--- src/rtl/decode_ctrl_pipe.sv ---
`timescale 1ns/1ps
// decode_ctrl_pipe
// Decodes a multi-slot instruction bundle (ALU slots, one MDU slot, one BRU
// slot) into per-slot control signals. The decoded bundle is held in a
// two-entry elastic buffer: an output register plus a skid register, so the
// upstream ready can be a register while the pipe still runs at full rate.
module decode_ctrl_pipe #(
    parameter int ALU_NUM  = 2,
    parameter int SLOT_NUM = ALU_NUM + 2,
    parameter int CNT_W    = 16
) (
    input  logic                  clk,
    input  logic                  rst,
    input  logic                  flush,
    input  logic                  in_valid,
    output logic                  in_ready,
    input  logic [7*SLOT_NUM-1:0] opcode_in,
    input  logic [3*SLOT_NUM-1:0] func3_in,
    output logic                  out_valid,
    input  logic                  out_ready,
    output logic [3*ALU_NUM-1:0]  aluop,
    output logic [ALU_NUM-1:0]    alusrc,
    output logic [ALU_NUM-1:0]    alusrc_pc,
    output logic [ALU_NUM-1:0]    memread,
    output logic [ALU_NUM-1:0]    memwrite,
    output logic [3*ALU_NUM-1:0]  rw_type,
    output logic [7:0]            br_op,
    output logic [SLOT_NUM-1:0]   regwrite,
    output logic [SLOT_NUM-1:0]   illegal,
    output logic [CNT_W-1:0]      stall_cnt
);

    localparam int PW = 10*ALU_NUM + 8 + 2*SLOT_NUM;

    localparam logic [6:0] OP_NONE  = 7'b0000000;
    localparam logic [6:0] OP_R     = 7'b0110011;
    localparam logic [6:0] OP_I     = 7'b0010011;
    localparam logic [6:0] OP_LOAD  = 7'b0000011;
    localparam logic [6:0] OP_STORE = 7'b0100011;
    localparam logic [6:0] OP_RW    = 7'b0111011;
    localparam logic [6:0] OP_IW    = 7'b0011011;
    localparam logic [6:0] OP_LUI   = 7'b0110111;
    localparam logic [6:0] OP_AUIPC = 7'b0010111;
    localparam logic [6:0] OP_B     = 7'b1100011;
    localparam logic [6:0] OP_JAL   = 7'b1101111;
    localparam logic [6:0] OP_JALR  = 7'b1100111;

    // Buffer occupancy: nothing, output register only, output + skid.
    typedef enum logic [1:0] {
        ST_EMPTY = 2'b00,
        ST_ONE   = 2'b01,
        ST_TWO   = 2'b10
    } state_t;

    // ALU slot decode, packed as
    // {aluop[2:0], alusrc, alusrc_pc, memread, memwrite, rw_type[2:0], regwrite, illegal}
    function automatic logic [11:0] dec_alu(input logic [6:0] op, input logic [2:0] f3);
        logic [11:0] d;
        d = 12'd0;
        case (op)
            OP_R:     d = {3'b000, 1'b0, 1'b0, 1'b0, 1'b0, 3'b000, 1'b1, 1'b0};
            OP_I:     d = {3'b001, 1'b1, 1'b0, 1'b0, 1'b0, 3'b000, 1'b1, 1'b0};
            OP_RW:    d = {3'b010, 1'b0, 1'b0, 1'b0, 1'b0, 3'b000, 1'b1, 1'b0};
            OP_IW:    d = {3'b011, 1'b1, 1'b0, 1'b0, 1'b0, 3'b000, 1'b1, 1'b0};
            OP_LOAD:  d = {3'b100, 1'b1, 1'b0, 1'b1, 1'b0, f3,     1'b1, 1'b0};
            OP_STORE: d = {3'b100, 1'b1, 1'b0, 1'b0, 1'b1, f3,     1'b0, 1'b0};
            OP_AUIPC: d = {3'b100, 1'b1, 1'b1, 1'b0, 1'b0, 3'b000, 1'b1, 1'b0};
            OP_LUI:   d = {3'b101, 1'b0, 1'b0, 1'b0, 1'b0, 3'b000, 1'b1, 1'b0};
            OP_NONE:  d = 12'd0;
            default:  d = 12'd1;
        endcase
        return d;
    endfunction

    // MDU slot decode, packed as {regwrite, illegal}
    function automatic logic [1:0] dec_mdu(input logic [6:0] op);
        logic [1:0] d;
        case (op)
            OP_R, OP_RW: d = 2'b10;
            OP_NONE:     d = 2'b00;
            default:     d = 2'b01;
        endcase
        return d;
    endfunction

    // BRU slot decode, packed as {br_op[7:0], regwrite, illegal}
    function automatic logic [9:0] dec_bru(input logic [6:0] op, input logic [2:0] f3);
        logic [9:0] d;
        case (op)
            OP_JAL:  d = {8'b0000_0001, 1'b1, 1'b0};
            OP_JALR: d = {8'b0000_0010, 1'b1, 1'b0};
            OP_B: begin
                case (f3)
                    3'b000:  d = {8'b0000_0100, 1'b0, 1'b0};
                    3'b001:  d = {8'b0000_1000, 1'b0, 1'b0};
                    3'b100:  d = {8'b0001_0000, 1'b0, 1'b0};
                    3'b101:  d = {8'b0010_0000, 1'b0, 1'b0};
                    3'b110:  d = {8'b0100_0000, 1'b0, 1'b0};
                    3'b111:  d = {8'b1000_0000, 1'b0, 1'b0};
                    default: d = {8'b0000_0000, 1'b0, 1'b1};
                endcase
            end
            OP_NONE: d = 10'd0;
            default: d = {8'b0000_0000, 1'b0, 1'b1};
        endcase
        return d;
    endfunction

    logic [3*ALU_NUM-1:0] w_aluop;
    logic [ALU_NUM-1:0]   w_alusrc;
    logic [ALU_NUM-1:0]   w_alusrc_pc;
    logic [ALU_NUM-1:0]   w_memread;
    logic [ALU_NUM-1:0]   w_memwrite;
    logic [3*ALU_NUM-1:0] w_rw_type;
    logic [7:0]           w_br_op;
    logic [SLOT_NUM-1:0]  w_regwrite;
    logic [SLOT_NUM-1:0]  w_illegal;
    logic [PW-1:0]        w_dec;
    logic                 w_unused_mdu_f3;

    genvar g;
    for (g = 0; g < ALU_NUM; g++) begin : g_alu
        logic [11:0] w_d;
        assign w_d                 = dec_alu(opcode_in[7*g +: 7], func3_in[3*g +: 3]);
        assign w_aluop[3*g +: 3]   = w_d[11:9];
        assign w_alusrc[g]         = w_d[8];
        assign w_alusrc_pc[g]      = w_d[7];
        assign w_memread[g]        = w_d[6];
        assign w_memwrite[g]       = w_d[5];
        assign w_rw_type[3*g +: 3] = w_d[4:2];
        assign w_regwrite[g]       = w_d[1];
        assign w_illegal[g]        = w_d[0];
    end

    assign {w_regwrite[ALU_NUM], w_illegal[ALU_NUM]} = dec_mdu(opcode_in[7*ALU_NUM +: 7]);
    assign {w_br_op, w_regwrite[ALU_NUM+1], w_illegal[ALU_NUM+1]} =
        dec_bru(opcode_in[7*(ALU_NUM+1) +: 7], func3_in[3*(ALU_NUM+1) +: 3]);
    // The MDU slot has no func3-dependent control.
    assign w_unused_mdu_f3 = ^func3_in[3*ALU_NUM +: 3];

    assign w_dec = {w_aluop, w_alusrc, w_alusrc_pc, w_memread, w_memwrite,
                    w_rw_type, w_br_op, w_regwrite, w_illegal};

    state_t        r_state;
    state_t        w_state_nxt;
    logic          r_out_valid;
    logic          r_in_ready;
    logic [PW-1:0] r_out_data;
    logic [PW-1:0] r_skid_data;
    logic [CNT_W-1:0] r_stall_cnt;
    logic          w_accept;
    logic          w_out_load;
    logic          w_out_from_skid;
    logic          w_skid_load;

    // A bundle arriving in a flush cycle is dropped rather than accepted.
    assign w_accept = in_valid & r_in_ready & ~flush;

    // Occupancy state register.
    always_ff @(posedge clk or posedge rst) begin
        if (rst) begin
            r_state <= ST_EMPTY;
        end else begin
            r_state <= w_state_nxt;
        end
    end

    // Next occupancy and buffer load selects; flush overrides every other event.
    always_comb begin
        w_state_nxt     = r_state;
        w_out_load      = 1'b0;
        w_out_from_skid = 1'b0;
        w_skid_load     = 1'b0;
        if (flush) begin
            w_state_nxt = ST_EMPTY;
        end else begin
            case (r_state)
                ST_EMPTY: begin
                    if (w_accept) begin
                        w_out_load  = 1'b1;
                        w_state_nxt = ST_ONE;
                    end else begin
                        w_state_nxt = ST_EMPTY;
                    end
                end
                ST_ONE: begin
                    if (out_ready) begin
                        if (w_accept) begin
                            w_out_load  = 1'b1;
                            w_state_nxt = ST_ONE;
                        end else begin
                            w_state_nxt = ST_EMPTY;
                        end
                    end else begin
                        if (w_accept) begin
                            w_skid_load = 1'b1;
                            w_state_nxt = ST_TWO;
                        end else begin
                            w_state_nxt = ST_ONE;
                        end
                    end
                end
                ST_TWO: begin
                    if (out_ready) begin
                        w_out_from_skid = 1'b1;
                        w_state_nxt     = ST_ONE;
                    end else begin
                        w_state_nxt = ST_TWO;
                    end
                end
                default: begin
                    w_state_nxt = ST_EMPTY;
                end
            endcase
        end
    end

    // Handshake flags registered from the next occupancy.
    always_ff @(posedge clk or posedge rst) begin
        if (rst) begin
            r_out_valid <= 1'b0;
            r_in_ready  <= 1'b1;
        end else begin
            r_out_valid <= (w_state_nxt != ST_EMPTY);
            r_in_ready  <= (w_state_nxt != ST_TWO);
        end
    end

    // Output register: refilled from skid first, else from the decoder; zeroed when empty.
    always_ff @(posedge clk or posedge rst) begin
        if (rst) begin
            r_out_data <= {PW{1'b0}};
        end else if (w_out_from_skid) begin
            r_out_data <= r_skid_data;
        end else if (w_out_load) begin
            r_out_data <= w_dec;
        end else if (w_state_nxt == ST_EMPTY) begin
            r_out_data <= {PW{1'b0}};
        end else begin
            r_out_data <= r_out_data;
        end
    end

    // Skid register captures a bundle accepted while the output is held.
    always_ff @(posedge clk or posedge rst) begin
        if (rst) begin
            r_skid_data <= {PW{1'b0}};
        end else if (w_skid_load) begin
            r_skid_data <= w_dec;
        end else begin
            r_skid_data <= r_skid_data;
        end
    end

    // Saturating count of back-pressured output cycles; flush does not clear it.
    always_ff @(posedge clk or posedge rst) begin
        if (rst) begin
            r_stall_cnt <= {CNT_W{1'b0}};
        end else if (r_out_valid && !out_ready && (r_stall_cnt != {CNT_W{1'b1}})) begin
            r_stall_cnt <= r_stall_cnt + {{(CNT_W-1){1'b0}}, 1'b1};
        end else begin
            r_stall_cnt <= r_stall_cnt;
        end
    end

    assign {aluop, alusrc, alusrc_pc, memread, memwrite,
            rw_type, br_op, regwrite, illegal} = r_out_data;
    assign out_valid = r_out_valid;
    assign in_ready  = r_in_ready;
    assign stall_cnt = r_stall_cnt;

endmodule

--- config.mk ---
export PLATFORM = sky130hd
export DESIGN_NAME = decode_ctrl_pipe
export DESIGN_NICKNAME = d
export VERILOG_FILES = /design/src/rtl/decode_ctrl_pipe.sv
export SDC_FILE = /design/constraint.sdc
export NUM_CORES = 1
export LEC_CHECK = 0
export ABC_AREA = 1
export BUFFER_PORTS_ARGS = -buffer_cell sky130_fd_sc_hd__buf_2
export CORE_MARGIN = 4
export CORE_UTILIZATION = 32
export CTS_BUF_LIST = sky130_fd_sc_hd__clkbuf_2 sky130_fd_sc_hd__clkbuf_4 sky130_fd_sc_hd__clkbuf_8
export CTS_CLUSTER_SIZE = 16
export DETAILED_ROUTE_END_ITERATION = 7
export GPL_TIMING_DRIVEN = 1
export PLACE_DENSITY = 0.61
export SLEW_MARGIN = 20
export SYNTH_ARGS = -nofsm -noshare
export SYNTH_HDL_FRONTEND = slang
export SYNTH_SLANG_ARGS = --single-unit
--- constraint.sdc ---
create_clock -name clk -period 3 [get_ports clk]
set_clock_uncertainty 0.05 [all_clocks]
set_input_delay 0.45 -clock clk [delete_from_list [all_inputs] [get_ports clk]]
set_output_delay 0.45 -clock clk [all_outputs]
set_load 0.01 [all_outputs]
==> results of run 1 <==
## layout by cell type, fill, tap and decap left out
master	netlist	final
nand2_2	1	1
buf_4	8	5
inv_4	0	1
nand3_1	93	93
inv_1	52	51
clkbuf_4	0	1
o21ai_0	25	25
nand3_2	2	2
a22o_1	1	1
buf_12	0	1
nand4_1	5	5
bufinv_16	0	2
xor2_1	5	5
xnor2_1	4	4
a21oi_1	2	2
dfrtp_1	91	91
nand2_4	2	2
o21a_1	8	8
ha_1	3	3
inv_6	0	3
nor2_2	2	2
a22oi_1	13	13
clkbuf_8	0	9
a31oi_1	1	1
and2_1	1	1
nor3_1	7	7
clkinvlp_4	0	1
dfstp_2	1	1
nand2_1	211	211
nor2_4	1	1
nor3_4	1	1
inv_2	4	4
nor2_1	70	70
buf_2	10	95
## registers in the layout, summed over array words and instances (netlist names)
name and flops:
out_valid 1, r_skid_data 36, stall_cnt 16, r_out_data 36, in_ready 1, r_state 2
## final cells by class
cell class | count | area (sq um) | share of cell area [%]
well taps | 184 | 230 | 4.10
flip-flops and latches | 92 | 2300 | 41.1
clock inverters | 6 | 93.8 | 1.67
inverters | 56 | 213 | 3.79
multi-input cells | 458 | 2110 | 37.5
clock buffers | 10 | 131 | 2.34
repair buffers | 101 | 533 | 9.50
## routing by layer
layer  vias to the layer above  track usage [%]
li1                       2188                -
met1                      2025             20.8
met2                       126             24.2
met3                        10             3.81
met4                         0             3.67
met5                         -                0
## through the flow
| stage | hold slack [ps] | total power [mW] |
|---|---|---|
| finish | 83.3 | 2.63 |
| global route | 135 | 2.78 |
| CTS | 98.5 | 2.68 |
| detailed placement | 416 | 1.70 |
| global placement | 411 | 1.70 |
| floorplan | 399 | 1.57 |
## cell families after synthesis
group | Yosys count | synth area share [%]
AOI/OAI and AO/OA | 50 | 6.48
and+or+nand+nor | 396 | 35.4
xor gates and xnor gates | 9 | 1.66
DFF | 92 | 48.5
buffers and inverters | 77 | 7.14
adders and majority gates | 3 | 0.791
## power breakdown
part / internal (mW) / switching, mW
logic: 0.113 / 0.198
registers: 1.30 / 0.0582
clock network: 0.488 / 0.477
## final timing paths
kind | from | to | cells past startpoint
min in group clk | func3_in[0] | r_skid_data[16]$_DFFE_PP0P_ | 3
max in group asynchronous | rst | r_skid_data[16]$_DFFE_PP0P_ | 3
min reg2reg | r_skid_data[21]$_DFFE_PP0P_ | r_skid_data[21]$_DFFE_PP0P_ | 2
max reg2reg | in_ready$_DFF_PP1_ | r_out_data[28]$_DFFE_PP0P_ | 11
min | rst | stall_cnt[7]$_DFFE_PP0P_ | 2
max | in_ready$_DFF_PP1_ | r_out_data[28]$_DFFE_PP0P_ | 11
==> run metrics, run 1 <==
CP Launch Type=register; layout cells sized above 1=18.3%; Setup violations, final=0; Non-Filler Instances=907; hold crit path type=in2async; CP Class=reg2reg; vias in the first global route=4,211; final worst slack=920 ps; Resized Gates After CTS=0; EDFF count, synth=0; WL/cell=13.2 microns; wl on met1=5.69 mm; Worst-path clk slew=100 ps; DR top layer=met4; Vias=4,349; met3 wire len=638 microns; Syn Inst Count=627; Post-synth top cells=nand2_1 (211), nand3_1 (93), dfrtp_1 (91), nor2_1 (70), inv_1 (52); Final ANT Viol Nets=0; setup_tns=0 ps; Crit. End Element=register; Worst path slowest cell=dfstp_2; DIE HEIGHT=130 microns; Crit path top cell by count=nand2_1; status=completed; worst-path cell chain=nand2_1, nor2_1, ha_1, nand3_1, nand2_1, inv_1, nand2_1, nand2_1, nand2_4, nand3_1, nand3_1; asr flop ratio synth=100%; CP Max Fanout=37; sequential area share after synthesis=48.5%; CP arrival=2290 ps; DP Cell Count=891; clock buffer depth=2; initial antenna violation count=0; DR vias/cell=4.79; cell area after synthesis=4750 sq um; initial DRC count=229; Overall Global Routing Usage=15.1%; Area after DPL=5390 sq um; Top Ports=99; syn avg cell area=7.57 sq um; DR pass1 iterations=5; global-route wire length before repair=20.5 mm; clk sink count=92; worst slack, placed=835 ps; largest net degree at the start of global routing=50; post-detail-place hpwl=8.28 mm; DRC=0; CORE AREA=14,500 sq um; dominant synthesized flop cell=dfrtp_1; area leader, netlist=dfrtp_1; crit path buf inv count=1; Clock Latency Late Sink=370 ps; Worst EP required=3210 ps; Post-CTS Hold Fix Bufs=0; Worst-Margin Slew=952 ps; Max Cap Viol=0; number of buffers created by CTS=9; RSZ-0062 raised after global routing=no; flops & latches, synth=92; Die Wd=130 microns; initial core utilization=32.7%; Pwr Density=469 nW/um^2; Core Util, Final=38.6%; fillers=1,576; Synth top area share=48.0%; fin crit period=2080 ps; post-synthesis net count=675; Ys Warns=0; Max-Slew Margin vs Limit=36.4%; routed wl met2=5.56 mm; cell with the most instances after synthesis=nand2_1; Synth-to-Final Area Change=18.2%; peak supply drop=0.311 mV; # nets final=766; CTS Root Cell=clkbuf_8; Antenna diodes=0; H-tree depth=3; Top delay family on crit path=simple AND/OR/NAND/NOR gates; Post-CTS Setup Inserts=0; final hold vios=0; WL final=12.0 mm; synth top area cells=dfrtp_1 (48%), nand2_1 (17%), nand3_1 (9.8%); GPL Wtd Cong=0.821; total gr overflow=0; fmax=0.481 GHz; die area=16,900 sq um; reg2reg setup slack=920 ps; Critical Path Max Stage Delay=540 ps; Max Slew Vio Count=0; leakage power=3.07 nW; Rows=44; Final Cell Area=5610 sq um; PortBufs=95; CTS tree=done; fin crit share=69.3%; Yosys cell types=29
No activity file was read; power rests on OpenSTA's default activity.
==> inputs of run 2 (changes only) <==
- PLACE_DENSITY: 0.61 -> 0.59
- clock period: 3 -> 2.2 ns (I/O delays scaled with it)
==> run 2 against run 1 <==
Flip-flop and latch count unchanged. Final cell count is 0.11% higher. Clock-buffer cell count fell by 1. Sequential power is 36% higher. First-iteration DRC count grew 14%. Global-route usage up 0.14 points. Utilization grew 0.11 points. Combinational power increased by 39%. Clock power up 24%. Largest power group unchanged. Highest routed layer unchanged.
==> run metrics, run 2 (synthesis gave the netlist of run 1 again) <==
status=completed; Antenna diodes=0 (unchanged); # nets final=767 (+0.13%); Logic pwr share=12.4% (+0.6 points); Rows=44 (unchanged); setup_tns=0 ps (unchanged); post-detail-place hpwl=8.10 mm (-2.1%); commonest non-fill, non-tap cell in the layout=nand2_1; CP Class=reg2reg; clock network fraction of total power=34.5% (-2.1 points); initial antenna violation count=0 (unchanged); CTS Root Cell=clkbuf_8; Worst-path clk slew=100 ps (about the same); DR pass1 iterations=4 (-1); layout cells sized above 1=18.8% (+0.53 points); GPL Wtd Cong=0.854 (+4.1%); Sw Ratio=29.1% (+1.3 points); Vias=4,290 (-1.4%); fmax=0.493 GHz (+2.6%); CP arrival=2290 ps (about the same); RSZ-0062 raised after global routing=no; WL final=12.4 mm (+2.9%); r2r endpoint=r_out_data[13]$_DFFE_PP0P_; DIE HEIGHT=130 microns (unchanged); Max Slew Vio Count=0 (unchanged); reg2reg setup slack=170 ps (-750 ps); Worst-Margin Slew=991 ps (+38.8 ps); crit path from=in_ready$_DFF_PP1_; Pwr Density=619 nW/um^2 (+32%); Post-CTS Setup Inserts=0 (unchanged); commonest non-fill, non-tap cells in the layout=nand2_1 (210), buf_2 (95), nand3_1 (91), dfrtp_1 (91), nor2_1 (70); P_int=2.47 mW (+30%); vias in the first global route=4,159 (-1.2%); Max Cap Viol=0 (unchanged); H-tree depth=3 (unchanged); total gr overflow=0 (unchanged); clock buffer depth=2 (unchanged); Die Wd=130 microns (unchanged); DRC=0 (unchanged); worst r2r path cells=9 (-2); fin crit period=2030 ps (-53.3 ps); CORE AREA=14,500 sq um (unchanged); Setup violations, final=0 (unchanged); Max-Slew Margin vs Limit=33.8% (-2.6 points); Worst EP required=2470 ps (-740 ps); CP Max Fanout=28 (-24%); DR vias/cell=4.72 (-1.5%); WL/cell=13.6 microns (+2.8%); Sw Pwr=1.01 mW (+38%); sequential share of power=53.1% (+1.5 points); Clock Latency Late Sink=380 ps (about the same); PortBufs=95 (unchanged); largest net degree at the start of global routing=93 (+86%); Final ANT Viol Nets=0 (unchanged); die area=16,900 sq um (unchanged); fin crit share=92.1% (+23 points); leakage power=3.06 nW (-0.13%); Overall Global Routing Usage=15.3% (+0.14 points); final hold vios=0 (unchanged); crit path capture=r_out_data[13]$_DFFE_PP0P_; FF-to-FF Start=in_ready$_DFF_PP1_; CP Launch Type=register; Core Util, Final=38.7% (+0.11 points); Top Ports=99 (unchanged); CTS tree=done; initial core utilization=32.7% (unchanged); global-route wire length before repair=20.5 mm (about the same); peak supply drop=0.277 mV (-11%); number of buffers created by CTS=9 (unchanged); clk sink count=92 (unchanged); Crit. End Element=register; initial DRC count=260 (+14%); Synth-to-Final Area Change=18.5%; hold crit path type=in2async
## run 2: worst max-delay path: stages, from the launching register on
cell and delay (ps):
dfstp_2 530, nand2_1 50, nor2_1 180, ha_1 180, nand2_1 60, nand2_2 90
buf_4 350, inv_2 190, o21a_1 240, nand2_1 60
## run 2: worst min path at each step
| stage | to | slack, ps | cells after the start |
|---|---|---|---|
| floorplan | r_skid_data[32]$_DFFE_PP0P_ | 400 | 2 |
| global placement | r_skid_data[20]$_DFFE_PP0P_ | 410 | 2 |
| detailed placement | r_skid_data[29]$_DFFE_PP0P_ | 420 | 2 |
| CTS | r_skid_data[6]$_DFFE_PP0P_ | 40 | 3 |
| global route | r_out_data[2]$_DFFE_PP0P_ | 50 | 3 |
| finish | r_out_data[2]$_DFFE_PP0P_ | 20 | 3 |
## run 2: repair_timing
action                                 4_1_cts  5_1_grt
setup endpoints to repair                    0       35
endpoints found under the hold margin        0        0
gates resized for setup                      0        4
hold buffers                                 0        0
## run 2: area by class of cell
type,instances,area [sq um]
clock buffers,9,124
fillers,1623,8910
well taps,184,230
flip-flops and latches,92,2300
inverters,56,214
repair buffers,101,533
multi-input cells,459,2140
clock inverters,7,83.8
## run 2: stage by stage
step                      power (mW)  std cells  cell area [sq um]  hold WS, ps  setup WS, ps
after floorplan                 2.14        627               4750          399           361
after global placement          2.31        891               5390          412           112
after detailed placement        2.32        891               5390          415           109
after CTS                       3.55        907               5590         39.3          96.5
after global routing            3.69        908               5630         46.6          6.81
final                           3.48        908               5630         24.1           173
## run 2: per-layer routing
metal  global-route usage, %  share of wire (%)  wire, microns  up-vias
met2                    24.4                 47           5750       93
met1                    20.6                 47           5860     2000
li1                        -                  -              -     2187
met4                    4.65                1.2            151        0
met3                    3.81                4.8            591       10
met5                       0                  0              0        -
## run 2: power groups by stage
stage / combinational (mW) / sequential (mW) / clock [mW]
final: 0.431 / 1.85 / 1.20
after global routing: 0.497 / 1.87 / 1.32
after CTS: 0.432 / 1.85 / 1.27
after detailed placement: 0.432 / 1.88 / 0
after global placement: 0.427 / 1.88 / 0
after floorplan: 0.248 / 1.89 / 0
==> inputs of run 3 (changes only) <==
- clock period: 2.2 -> 2.4 ns (I/O delays scaled with it)
==> run 3 against run 2 <==
Register-to-register slack better by 130 ps. Final cell count fell by 0.11%. Clock-buffer cell count rose by 1.
==> run metrics, run 3 (synthesis gave the netlist of run 1 again) <==
WHS=61.5 ps (+37.4 ps); PortBufs=95 (unchanged); Clock Latency Late Sink=370 ps (about the same); Die Wd=130 microns (unchanged); Crit. End Element=register; final worst slack=304 ps (+131 ps); Vias=4,284 (-0.14%); global-route wire length before repair=20.2 mm (-1.3%); P_int=2.16 mW (-13%); peak supply drop=0.245 mV (-11%); Top Ports=99 (unchanged); Final Cell Area=5570 sq um (-1.1%); initial DRC count=252 (-3.1%); worst-path cell chain=nand2_1, nor2_1, ha_1, nand3_1, nand2_1, inv_1, nand2_1, nand2_1, nand2_4, nand3_1, nand3_1; Area after DPL=5390 sq um (unchanged); setup_tns=0 ps (unchanged); clock buffer depth=2 (unchanged); fin crit share=87.3% (-4.8 points); Max Slew Vio Count=0 (unchanged); WL/cell=13.4 microns (-1.3%); vias in the first global route=4,114 (-1.1%); fmax=0.477 GHz (-3.3%); CP Class=reg2reg; Rows=44 (unchanged); CP Launch Type=register; FF-to-FF Start=in_ready$_DFF_PP1_; clock network fraction of total power=32.2% (-2.3 points); CTS tree=done; number of buffers created by CTS=9 (unchanged); r2r endpoint=r_out_data[8]$_DFFE_PP0P_; hold crit path type=in2async; Post-CTS Hold Fix Bufs=0 (unchanged); clk sink count=92 (unchanged); crit path capture=r_out_data[8]$_DFFE_PP0P_; largest net degree at the start of global routing=93 (unchanged); WL final=12.2 mm (-1.4%); initial antenna violation count=0 (unchanged); status=completed; sequential share of power=55.2% (+2.1 points); CTS Root Cell=clkbuf_8; final hold vios=0 (unchanged); fin crit period=2100 ps (+69.0 ps); crit path from=in_ready$_DFF_PP1_; Logic pwr share=12.6% (+0.2 points); commonest non-fill, non-tap cells in the layout=nand2_1 (211), buf_2 (95), nand3_1 (93); RSZ-0062 raised after global routing=no; Overall Global Routing Usage=15.1% (-0.19 points); Setup violations, final=0 (unchanged); DIE HEIGHT=130 microns (unchanged); Post-CTS Setup Inserts=0 (unchanged); Sw Ratio=29.7% (+0.57 points); Resized Gates After CTS=0 (unchanged); fillers=1,562 (-3.8%); GPL Wtd Cong=0.829 (-3.0%); die area=16,900 sq um (unchanged); initial core utilization=32.7% (unchanged); Max-Slew Margin vs Limit=35.1% (+1.4 points); DRC=0 (unchanged); DR pass1 iterations=5 (+1); total gr overflow=0 (unchanged); post-detail-place hpwl=8.12 mm (+0.22%); Worst EP required=2600 ps (+130 ps); Antenna diodes=0 (unchanged); layout cells sized above 1=18.3% (-0.53 points); Critical Path Max Stage Delay=530 ps (about the same); CP Max Fanout=37 (+32%); commonest non-fill, non-tap cell in the layout=nand2_1; # nets final=766 (-0.13%); Crit path top cell by count=nand2_1; reg2reg setup slack=300 ps (+130 ps); Worst path slowest cell=dfstp_2; Worst-Margin Slew=971 ps (-20.4 ps); H-tree depth=3 (unchanged); leakage power=3.03 nW (-0.95%); Max Cap Viol=0 (unchanged); Final ANT Viol Nets=0 (unchanged); DR vias/cell=4.72 (about the same); Pwr Density=552 nW/um^2 (-11%); worst r2r path cells=11 (+2); CORE AREA=14,500 sq um (unchanged); CP arrival=2300 ps (about the same); Sw Pwr=0.911 mW (-10%); worst slack, placed=290 ps (+181 ps); Worst-path clk slew=90 ps (about the same); Synth-to-Final Area Change=17.2%
run 3: changes by cell type in the layout (fill, tap and decap cells not counted), sizes merged:
cell,before,now
clkinvlp,2,4
bufinv,1,0
clkbuf,9,10
clkinv,3,2
inv,57,56
nand2,215,214
run 3: power groups by stage:
stage,sequential [mW],combinational (mW),clock (mW)
floorplan,1.74,0.227,0
CTS,1.69,0.398,1.04
detailed placement,1.73,0.396,0
global route,1.71,0.447,1.09
global placement,1.73,0.392,0
finish,1.69,0.388,0.988
run 3: critical path, delay by kind of cell, from the launching register on:
family                     cells  cell delay (ps)
and+or+nand+nor                9             1060
DFF                            1              530
adders and majority gates      1              270
buffers and inverters          1               50
run 3: area by class of cell:
type	instances	area, sq um	area share, %
Timing Repair Buffer	101	533	9.58
Clock buffer	10	131	2.36
Inverter	56	214	3.84
Sequential cell	92	2300	41.4
Tap cell	184	230	4.14
Multi-Input combinational cell	458	2110	37.8
Clock inverter	6	48.8	0.877
run 3: routing by layer:
metal	track usage, %	wire length (microns)
met5	0	0
met4	3.48	107
met3	3.97	563
met2	24.2	5700
met1	20.6	5810
run 3: worst min-delay path by stage:
stage	startpoint	end	slack [ps]	cells past startpoint
6_report	rst	r_out_data[6]$_DFFE_PP0P_	60	3
5_1_grt	rst	stall_cnt[10]$_DFFE_PP0P_	100	3
4_1_cts	rst	stall_cnt[10]$_DFFE_PP0P_	80	3
3_5_place_dp	r_skid_data[0]$_DFFE_PP0P_	r_skid_data[0]$_DFFE_PP0P_	420	2
3_3_place_gp	r_skid_data[27]$_DFFE_PP0P_	r_skid_data[27]$_DFFE_PP0P_	410	2
2_1_floorplan	r_skid_data[32]$_DFFE_PP0P_	r_skid_data[32]$_DFFE_PP0P_	400	2
run 3: stage by stage:
step | total power, mW | cells | utilization [%]
2_1_floorplan | 1.96 | 627 | -
3_3_place_gp | 2.12 | 891 | 37.1
3_5_place_dp | 2.12 | 891 | 37.1
4_1_cts | 3.13 | 907 | 38.3
5_1_grt | 3.25 | 907 | 38.3
6_report | 3.07 | 907 | 38.3
